File: src/rtl/sprite_motion_ctrl_pkg.sv
// Shared StarSoC video parameters plus the types and helpers used by the
// sprite motion controller.
package starsoc_params;

  localparam int h_visible  = 640;
  localparam int v_visible  = 480;
  localparam int OBJ_HALF_W = 10;
  localparam int OBJ_HALF_H = 20;
  localparam int OBJ_STEP   = 4;

  typedef enum logic [2:0] {
    IDLE   = 3'd0,
    SAMPLE = 3'd1,
    CALC_X = 3'd2,
    CALC_Y = 3'd3,
    COMMIT = 3'd4
  } motion_state_t;

  // Saturate a signed candidate position into [lo, hi]; never wraps.
  function automatic logic [9:0] clamp_pos(input logic signed [11:0] v,
                                           input logic signed [11:0] lo,
                                           input logic signed [11:0] hi);
    if (v < lo) begin
      return lo[9:0];
    end else if (v > hi) begin
      return hi[9:0];
    end else begin
      return v[9:0];
    end
  endfunction

  // Opposing requests cancel; a disabled frame contributes no motion.
  function automatic logic signed [11:0] step_delta(input logic inc,
                                                    input logic dec,
                                                    input logic en,
                                                    input logic signed [11:0] step);
    if (en && inc && !dec) begin
      return step;
    end else if (en && dec && !inc) begin
      return -step;
    end else begin
      return 12'sd0;
    end
  endfunction

endpackage

File: src/rtl/sprite_motion_ctrl.sv
// Frame-synchronous object position controller: samples buttons once per
// vsync edge and commits a clamped position during blanking.
module sprite_motion_ctrl
  import starsoc_params::*;
#(
  parameter int H_VISIBLE = h_visible,
  parameter int V_VISIBLE = v_visible,
  parameter int HALF_W    = OBJ_HALF_W,
  parameter int HALF_H    = OBJ_HALF_H,
  parameter int STEP      = OBJ_STEP,
  parameter int FRAME_DIV = 1,
  parameter int INIT_X    = 320,
  parameter int INIT_Y    = 240
) (
  input  logic        pixel_clk,
  input  logic        reset_n,
  input  logic        vsync,
  input  logic        btn_up,
  input  logic        btn_down,
  input  logic        btn_left,
  input  logic        btn_right,
  input  logic        pause,
  input  logic        center_req,
  output logic [9:0]  obj_x,
  output logic [9:0]  obj_y,
  output logic        update,
  output logic        busy,
  output logic [15:0] frame_cnt
);

  localparam logic signed [11:0] X_LO   = 12'(HALF_W);
  localparam logic signed [11:0] X_HI   = 12'(H_VISIBLE - HALF_W - 1);
  localparam logic signed [11:0] Y_LO   = 12'(HALF_H);
  localparam logic signed [11:0] Y_HI   = 12'(V_VISIBLE - HALF_H - 1);
  localparam logic signed [11:0] STEP_S = 12'(STEP);
  localparam logic [7:0]         DIV_LAST = 8'(FRAME_DIV - 1);
  localparam logic [9:0]         INIT_X_V = 10'(INIT_X);
  localparam logic [9:0]         INIT_Y_V = 10'(INIT_Y);

  motion_state_t r_state;
  motion_state_t w_state_nxt;

  logic        r_vsync_d;
  logic        w_accept;
  logic [7:0]  r_div_cnt;
  logic        r_move_en;
  logic        r_btn_u, r_btn_d, r_btn_l, r_btn_r, r_pause, r_lat_move;
  logic        w_en;
  logic [9:0]  r_nx, r_ny;
  logic        r_center_pend;
  logic [9:0]  r_obj_x, r_obj_y;
  logic        r_update, r_busy;
  logic [15:0] r_frame_cnt;

  assign w_accept = vsync && !r_vsync_d && (r_state == IDLE);
  assign w_en     = !r_pause && r_lat_move;

  // State register
  always_ff @(posedge pixel_clk or negedge reset_n) begin
    if (!reset_n) begin
      r_state <= IDLE;
    end else begin
      r_state <= w_state_nxt;
    end
  end

  // Next-state logic: fixed walk through the sequence once an edge is accepted
  always_comb begin
    w_state_nxt = r_state;
    case (r_state)
      IDLE: begin
        if (w_accept) begin
          w_state_nxt = SAMPLE;
        end else begin
          w_state_nxt = IDLE;
        end
      end
      SAMPLE:  w_state_nxt = CALC_X;
      CALC_X:  w_state_nxt = CALC_Y;
      CALC_Y:  w_state_nxt = COMMIT;
      COMMIT:  w_state_nxt = IDLE;
      default: w_state_nxt = IDLE;
    endcase
  end

  // Edge detect, divider, per-state datapath and registered outputs
  always_ff @(posedge pixel_clk or negedge reset_n) begin
    if (!reset_n) begin
      r_vsync_d     <= 1'b0;
      r_div_cnt     <= 8'd0;
      r_move_en     <= 1'b0;
      r_btn_u       <= 1'b0;
      r_btn_d       <= 1'b0;
      r_btn_l       <= 1'b0;
      r_btn_r       <= 1'b0;
      r_pause       <= 1'b0;
      r_lat_move    <= 1'b0;
      r_nx          <= INIT_X_V;
      r_ny          <= INIT_Y_V;
      r_center_pend <= 1'b0;
      r_obj_x       <= INIT_X_V;
      r_obj_y       <= INIT_Y_V;
      r_update      <= 1'b0;
      r_busy        <= 1'b0;
      r_frame_cnt   <= 16'd0;
    end else begin
      r_vsync_d <= vsync;
      r_update  <= 1'b0;
      r_busy    <= (w_state_nxt != IDLE);

      if (w_accept) begin
        r_frame_cnt <= r_frame_cnt + 16'd1;
        if (r_div_cnt == DIV_LAST) begin
          r_div_cnt <= 8'd0;
          r_move_en <= 1'b1;
        end else begin
          r_div_cnt <= r_div_cnt + 8'd1;
          r_move_en <= 1'b0;
        end
      end

      case (r_state)
        SAMPLE: begin
          r_btn_u    <= btn_up;
          r_btn_d    <= btn_down;
          r_btn_l    <= btn_left;
          r_btn_r    <= btn_right;
          r_pause    <= pause;
          r_lat_move <= r_move_en;
        end
        CALC_X: r_nx <= clamp_pos(signed'({2'b00, r_obj_x}) +
                                  step_delta(r_btn_r, r_btn_l, w_en, STEP_S), X_LO, X_HI);
        CALC_Y: r_ny <= clamp_pos(signed'({2'b00, r_obj_y}) +
                                  step_delta(r_btn_d, r_btn_u, w_en, STEP_S), Y_LO, Y_HI);
        COMMIT: begin
          // A request landing in this very cycle still counts for this commit
          if (r_center_pend || center_req) begin
            r_obj_x <= INIT_X_V;
            r_obj_y <= INIT_Y_V;
          end else begin
            r_obj_x <= r_nx;
            r_obj_y <= r_ny;
          end
          r_update <= 1'b1;
        end
        default: begin
        end
      endcase

      if (r_state == COMMIT) begin
        r_center_pend <= 1'b0;
      end else if (center_req) begin
        r_center_pend <= 1'b1;
      end
    end
  end

  assign obj_x     = r_obj_x;
  assign obj_y     = r_obj_y;
  assign update    = r_update;
  assign busy      = r_busy;
  assign frame_cnt = r_frame_cnt;

endmodule

File: config.mk
export PLATFORM = sky130hd
export DESIGN_NAME = sprite_motion_ctrl
export DESIGN_NICKNAME = d
export VERILOG_FILES = /design/src/rtl/sprite_motion_ctrl_pkg.sv /design/src/rtl/sprite_motion_ctrl.sv
export SDC_FILE = /design/constraint.sdc
export NUM_CORES = 1
export LEC_CHECK = 0
export BUFFER_PORTS_ARGS = -buffer_cell sky130_fd_sc_hd__buf_2
export CORE_MARGIN = 2
export CORE_UTILIZATION = 57
export CTS_CLUSTER_SIZE = 24
export DETAILED_ROUTE_END_ITERATION = 12
export GPL_ROUTABILITY_DRIVEN = 0
export GPL_TIMING_DRIVEN = 0
export PLACE_DENSITY = 0.78
export SYNTH_ARGS = -nofsm -noshare
export SYNTH_HDL_FRONTEND = slang
export SYNTH_SLANG_ARGS = --single-unit
File: constraint.sdc
create_clock -name pixel_clk -period 3.84 [get_ports pixel_clk]
set_input_delay 0.768 -clock pixel_clk [delete_from_list [all_inputs] [get_ports pixel_clk]]
set_output_delay 0.768 -clock pixel_clk [all_outputs]
set_load 0.01 [all_outputs]
After elaboration in Yosys (flattened, before gate mapping) --
Index checks and enable logic that the tools add are counted.
Cells by class: add/subtract/negate cells 4, magnitude comparators 4, equal/unequal tests 4, muxes and demuxes 19, reduce and logical (&&, ||, !) cells 22
Operator list (count):
- $mux 12 | 6
- $mux 10 | 6
- $add 11x12->12 | 2
- $add 16x1->16 const B | 1
- $gt 12x10->1 const B | 1
- $gt 12x11->1 const B | 1
- $lt 12x5->1 const B | 1
- $lt 12x6->1 const B | 1
- $pmux 3 s4 | 1
- $logic_and 1x1->1 | 11
- $add 8x1->8 const B | 1
- $logic_not 8->1 | 1
- $mux 8 | 1
- $eq 3x2->1 const B | 2
- $logic_not 1->1 | 6
- $mux 1 | 5
- $eq 3x1->1 const B | 1
- $eq 3x3->1 const B | 1
- $logic_not 3->1 | 1
- $reduce_bool 3->1 | 1
- $reduce_bool 2->1 | 1
- $logic_or 1x1->1 | 1
Word-level totals: bits in registers 78, input port bits 9, logic and storage cells 71

Depth between registers and ports, before layout --
word-level depth 11, gate-level depth with buffers 12

Least setup slack after synthesis --
Ideal clock, no wire load.
path type register to register, start reg r_pause, end reg r_ny[8], data arrival time 3.342 ns, required time 3.709 ns, slack 0.368 ns, cell stages (with the launch flop) 13, cell sequence dfrtp_1 > nand2b_1 > or3b_2 > inv_1 > ha_1 > buf_2 > or2_1 > a31o_1 > a311o_1 > a2111oi_4 > o2111ai_2 > nand2_2 > a22oi_1
On the way: longest elaborated chain between the ends 11
Ends and longest elaborated chain:
- from (decl) | line sprite_motion_ctrl.sv:47 | logic r_btn_u, r_btn_d, r_btn_l, r_btn_r, r_pause, r_lat_move;
- from (signal assigned) | line sprite_motion_ctrl.sv:128 | r_pause <= pause;
- $logic_not 1->1 * | line sprite_motion_ctrl.sv:56 | assign w_en = !r_pause && r_lat_move;
- $logic_and 1x1->1 * | line sprite_motion_ctrl.sv:56
- $logic_and 1x1->1 (2 in series) | line sprite_motion_ctrl_pkg.sv:39 | end else if (en && dec && !inc) begin
- $mux 12 | line sprite_motion_ctrl_pkg.sv:39
- $mux 12 * | line sprite_motion_ctrl_pkg.sv:37 | if (en && inc && !dec) begin
- $mux 12 * | line sprite_motion_ctrl.sv:122 | case (r_state)
- $add 11x12->12 * | line sprite_motion_ctrl.sv:133 | CALC_Y: r_ny <= clamp_pos(signed'({2'b00, r_obj_y}) +
- $gt 12x10->1 | line sprite_motion_ctrl_pkg.sv:25 | end else if (v > hi) begin
- $mux 10 | line sprite_motion_ctrl_pkg.sv:25
- $mux 10 * | line sprite_motion_ctrl_pkg.sv:23 | if (v < lo) begin
- to (signal assigned) | line sprite_motion_ctrl.sv:133
- to (decl) | line sprite_motion_ctrl.sv:49 | logic [9:0] r_nx, r_ny;
Mark *: on every way between the ends. The rest lies on a longest branch, timed or not. The select of a mux whose other input is x is not followed. A chain may end at the register's enable or synchronous reset.

Final worst setup path --
start reg r_lat_move, end reg r_ny[8]
On the way: longest elaborated chain between the ends 10
Ends and longest elaborated chain:
- from (decl) | line sprite_motion_ctrl.sv:47
- from (signal assigned) | line sprite_motion_ctrl.sv:129 | r_lat_move <= r_move_en;
- $logic_and 1x1->1 * | line sprite_motion_ctrl.sv:56
- $logic_and 1x1->1 (2 in series) | line sprite_motion_ctrl_pkg.sv:39
- $mux 12 | line sprite_motion_ctrl_pkg.sv:39
- $mux 12 * | line sprite_motion_ctrl_pkg.sv:37
- $mux 12 * | line sprite_motion_ctrl.sv:122
- $add 11x12->12 * | line sprite_motion_ctrl.sv:133
- $gt 12x10->1 | line sprite_motion_ctrl_pkg.sv:25
- $mux 10 | line sprite_motion_ctrl_pkg.sv:25
- $mux 10 * | line sprite_motion_ctrl_pkg.sv:23
Marked as above.

==> results_dict.tcl <==
set metrics [dict create \
    nets 551 \
    hold_path_class "input port to asynchronous set/reset pin" \
    dpl.hpwl_um 6930 \
    synth_flop_cell "dfrtp_1" \
    syn_inst 452 \
    setup_ws_ns 0.285 \
    synth_top_area_share_pct 37.0 \
    cp.arrival_ns 3.77 \
    max_cap_violations 0 \
    gr-total-overflow 0 \
    async_flop_share_pct 100 \
    critPathMaxFanout 6 \
    r2r_slack_ns 0.29 \
    clk_pin_slew_worst_paths_ns 0.08 \
    row_count 32 \
    seq_area_frac_synth_pct 44.1 \
    rsz0062_at_grt "false" \
    drc 0 \
    vias 3606 \
    syn_area_per_cell_um2 9.87 \
    synth-seq-cells 78 \
    drv_slew 0 \
    mostFrequentLayoutCells "dfrtp_1, nand2_1, buf_2" \
    grt_pass1_vias 3376 \
    post-route-util_pct 67.1 \
    area_growth_pct 15.1 \
    drtIter0Drc 163 \
    placedInstanceArea_um2 4850 \
    final.min_clock_period_ns 3.55 \
    htreeDepth 3 \
    grt_max_degree 77 \
    cp_data_required_time_ns 4.06 \
    power.leakage_uw 0.00245 \
    finalClockSkew_ns 0.0127 \
    cts.sinks 78 \
    synth_top_area_cell "dfrtp_1" \
    start_util_pct 58.3 \
    power.density_nw_per_um2 629 \
    fin_crit_sh_pct 92.6 \
    status "finished, final reports clean" \
    clkLatencyLatePin_ns 0.35 \
    die-area_um2 8550 \
    ctsHoldBuffers 0 \
    dp_slack_ns -0.177 \
    cts_tree "built" \
    routed_via_density 5.77 \
    wl_um 9730 \
    ys_types 74 \
    avgRoutedWirePerCell_um 15.6 \
    track_usage_pct 23.3 \
    design_area_um2 5130 \
    setup_violations 0 \
    worstSetupPathType "register to register" \
    final_common_cell "dfrtp_1" \
    max_clock_freq_mhz 281 \
    clock_tree.buffer_depth 2 \
    yosysWarnings 0 \
    die_x_um 92.5 \
    cp-start-kind "register" \
    cts_buffers 9 \
    syn-num-nets 484 \
    synth_edf_count 0 \
    drive_above_1_share_pct 22.8 \
    end_kind "register" \
    finalHoldViolCount 0 \
    diodes 0 \
    die_h_um 92.5 \
    antenna_found_initial 0 \
    max-vdd-ir-drop_uv 412 \
    synthesis.area_um2 4460 \
    worst_pin_slew_ns 0.925 \
    maxSlewHeadroom_pct 38.2 \
    io_pins 47 \
    postRouteAntennaNets 0 \
    coreArea_um2 7650 \
    synthTopCellsByArea "dfrtp_1, dfstp_2, ha_1, nand2_1, xnor2_1" \
    dr.pass1.iters 4 \
    io_buffers 46 \
    grt_pass1_wl_um 15900 \
    clockRootBuffer "clkbuf_8" \
]
## cells in the mapped netlist (5+ instances only)
cell,instances
dfrtp_1,66
xnor2_1,23
and3_1,5
a21oi_1,18
inv_1,13
ha_1,21
nand2b_1,5
mux2_2,8
or2_2,5
a22o_1,5
xor2_1,7
o211ai_1,8
nand3_1,20
clkbuf_1,9
o21ai_0,29
dfstp_2,12
nor2_1,35
nand2_1,61
a22oi_1,5
nand4_1,5
## through the flow
stage | hold WS (ns) | total power, µW | std cells | setup TNS (ns)
2_1_floorplan | 0.438 | 2230 | 452 | 0
3_3_place_gp | 0.455 | 2530 | 600 | -0.457
3_5_place_dp | 0.464 | 2590 | 601 | -0.836
4_1_cts | 0.197 | 3200 | 616 | 0
5_1_grt | 0.189 | 3460 | 625 | 0
6_report | 0.205 | 3230 | 625 | 0
## worst max-delay path, cell delays in order, from the launching register on
cell and delay [ns]:
dfrtp_1 0.39, nand2b_1 0.19, or3b_4 0.23, clkinvlp_4 0.17, buf_4 0.18, fa_1 0.44, a211o_1 0.31, a31o_1 0.24
a311o_1 0.40, a2111oi_4 0.41, o2111ai_2 0.17, nand2_2 0.17, a22oi_1 0.11
## report_power, final
part	internal [µW]	total, µW	switching (µW)
combinational	590	1370	778
clock	295	592	297
sequential	1090	1270	179
## layer usage
metal,track usage (%),wire [µm],vias up
li1,-,-,1778
met1,31.6,4590,1748
met2,38.4,4710,73
met3,5.37,352,7
met4,5.10,78,0
met5,0,0,-
## area by class of cell
class                      count  area, µm²
fill                         604       2510
multi-input combinational    347       2400
sequential                    78       1970
timing repair buffer          55        333
tap                          102        128
clock buffer                   9        124
clock inverter                 6       63.8
inverter                      14       56.3
buffer                        13       52.6
timing repair inverter         1       7.51
## flip-flops by register name, summed over array words and instances, names as in the netlist
register,flops
r_btn_u,1
r_state,3
r_vsync_d,1
r_move_en,1
r_center_pend,1
r_btn_l,1
r_ny,10
busy,1
obj_x,10
r_nx,10
r_btn_d,1
r_btn_r,1
update,1
frame_cnt,16
r_lat_move,1
obj_y,10
r_pause,1
r_div_cnt,8
## logic make-up (layout without fill, tap and decap cells)
logic type               count (synthesis)  after routing  synth area share (%)
XOR/XNOR                                30             30                  5.89
AO/OA/AOI/OAI                          114            114                  19.4
buffers and inverters                   27             98                  2.36
flip-flops                              78             78                  44.1
AND/OR/NAND/NOR                        172            172                  19.4
multiplexers                             8              8                  2.02
adder cells (fa/ha/maj)                 23             23                  6.79
## path summary, 6_finish.rpt
kind	startpoint	to	cells after the start
max	r_lat_move$_DFFE_PN0P_	r_ny[8]$_DFFE_PN0P_	12
min	reset_n	frame_cnt[15]$_DFFE_PN0P_	1
max reg2reg	r_lat_move$_DFFE_PN0P_	r_ny[8]$_DFFE_PN0P_	12
min reg2reg	r_div_cnt[7]$_DFFE_PN0P_	r_div_cnt[7]$_DFFE_PN0P_	1
max in group asynchronous	reset_n	r_ny[7]$_DFFE_PN1P_	2
min in group pixel_clk	r_div_cnt[7]$_DFFE_PN0P_	r_div_cnt[7]$_DFFE_PN0P_	1
## what timing repair did
action / 4_1_cts / 5_1_grt
gates resized for setup: 2 / 3
pin swaps: 0 / 1
buffers inserted: 0 / 8
endpoints found under the setup margin: 14 / 14
cloned: 0 / 1
Note: power is estimated with default switching activity, not from simulation.
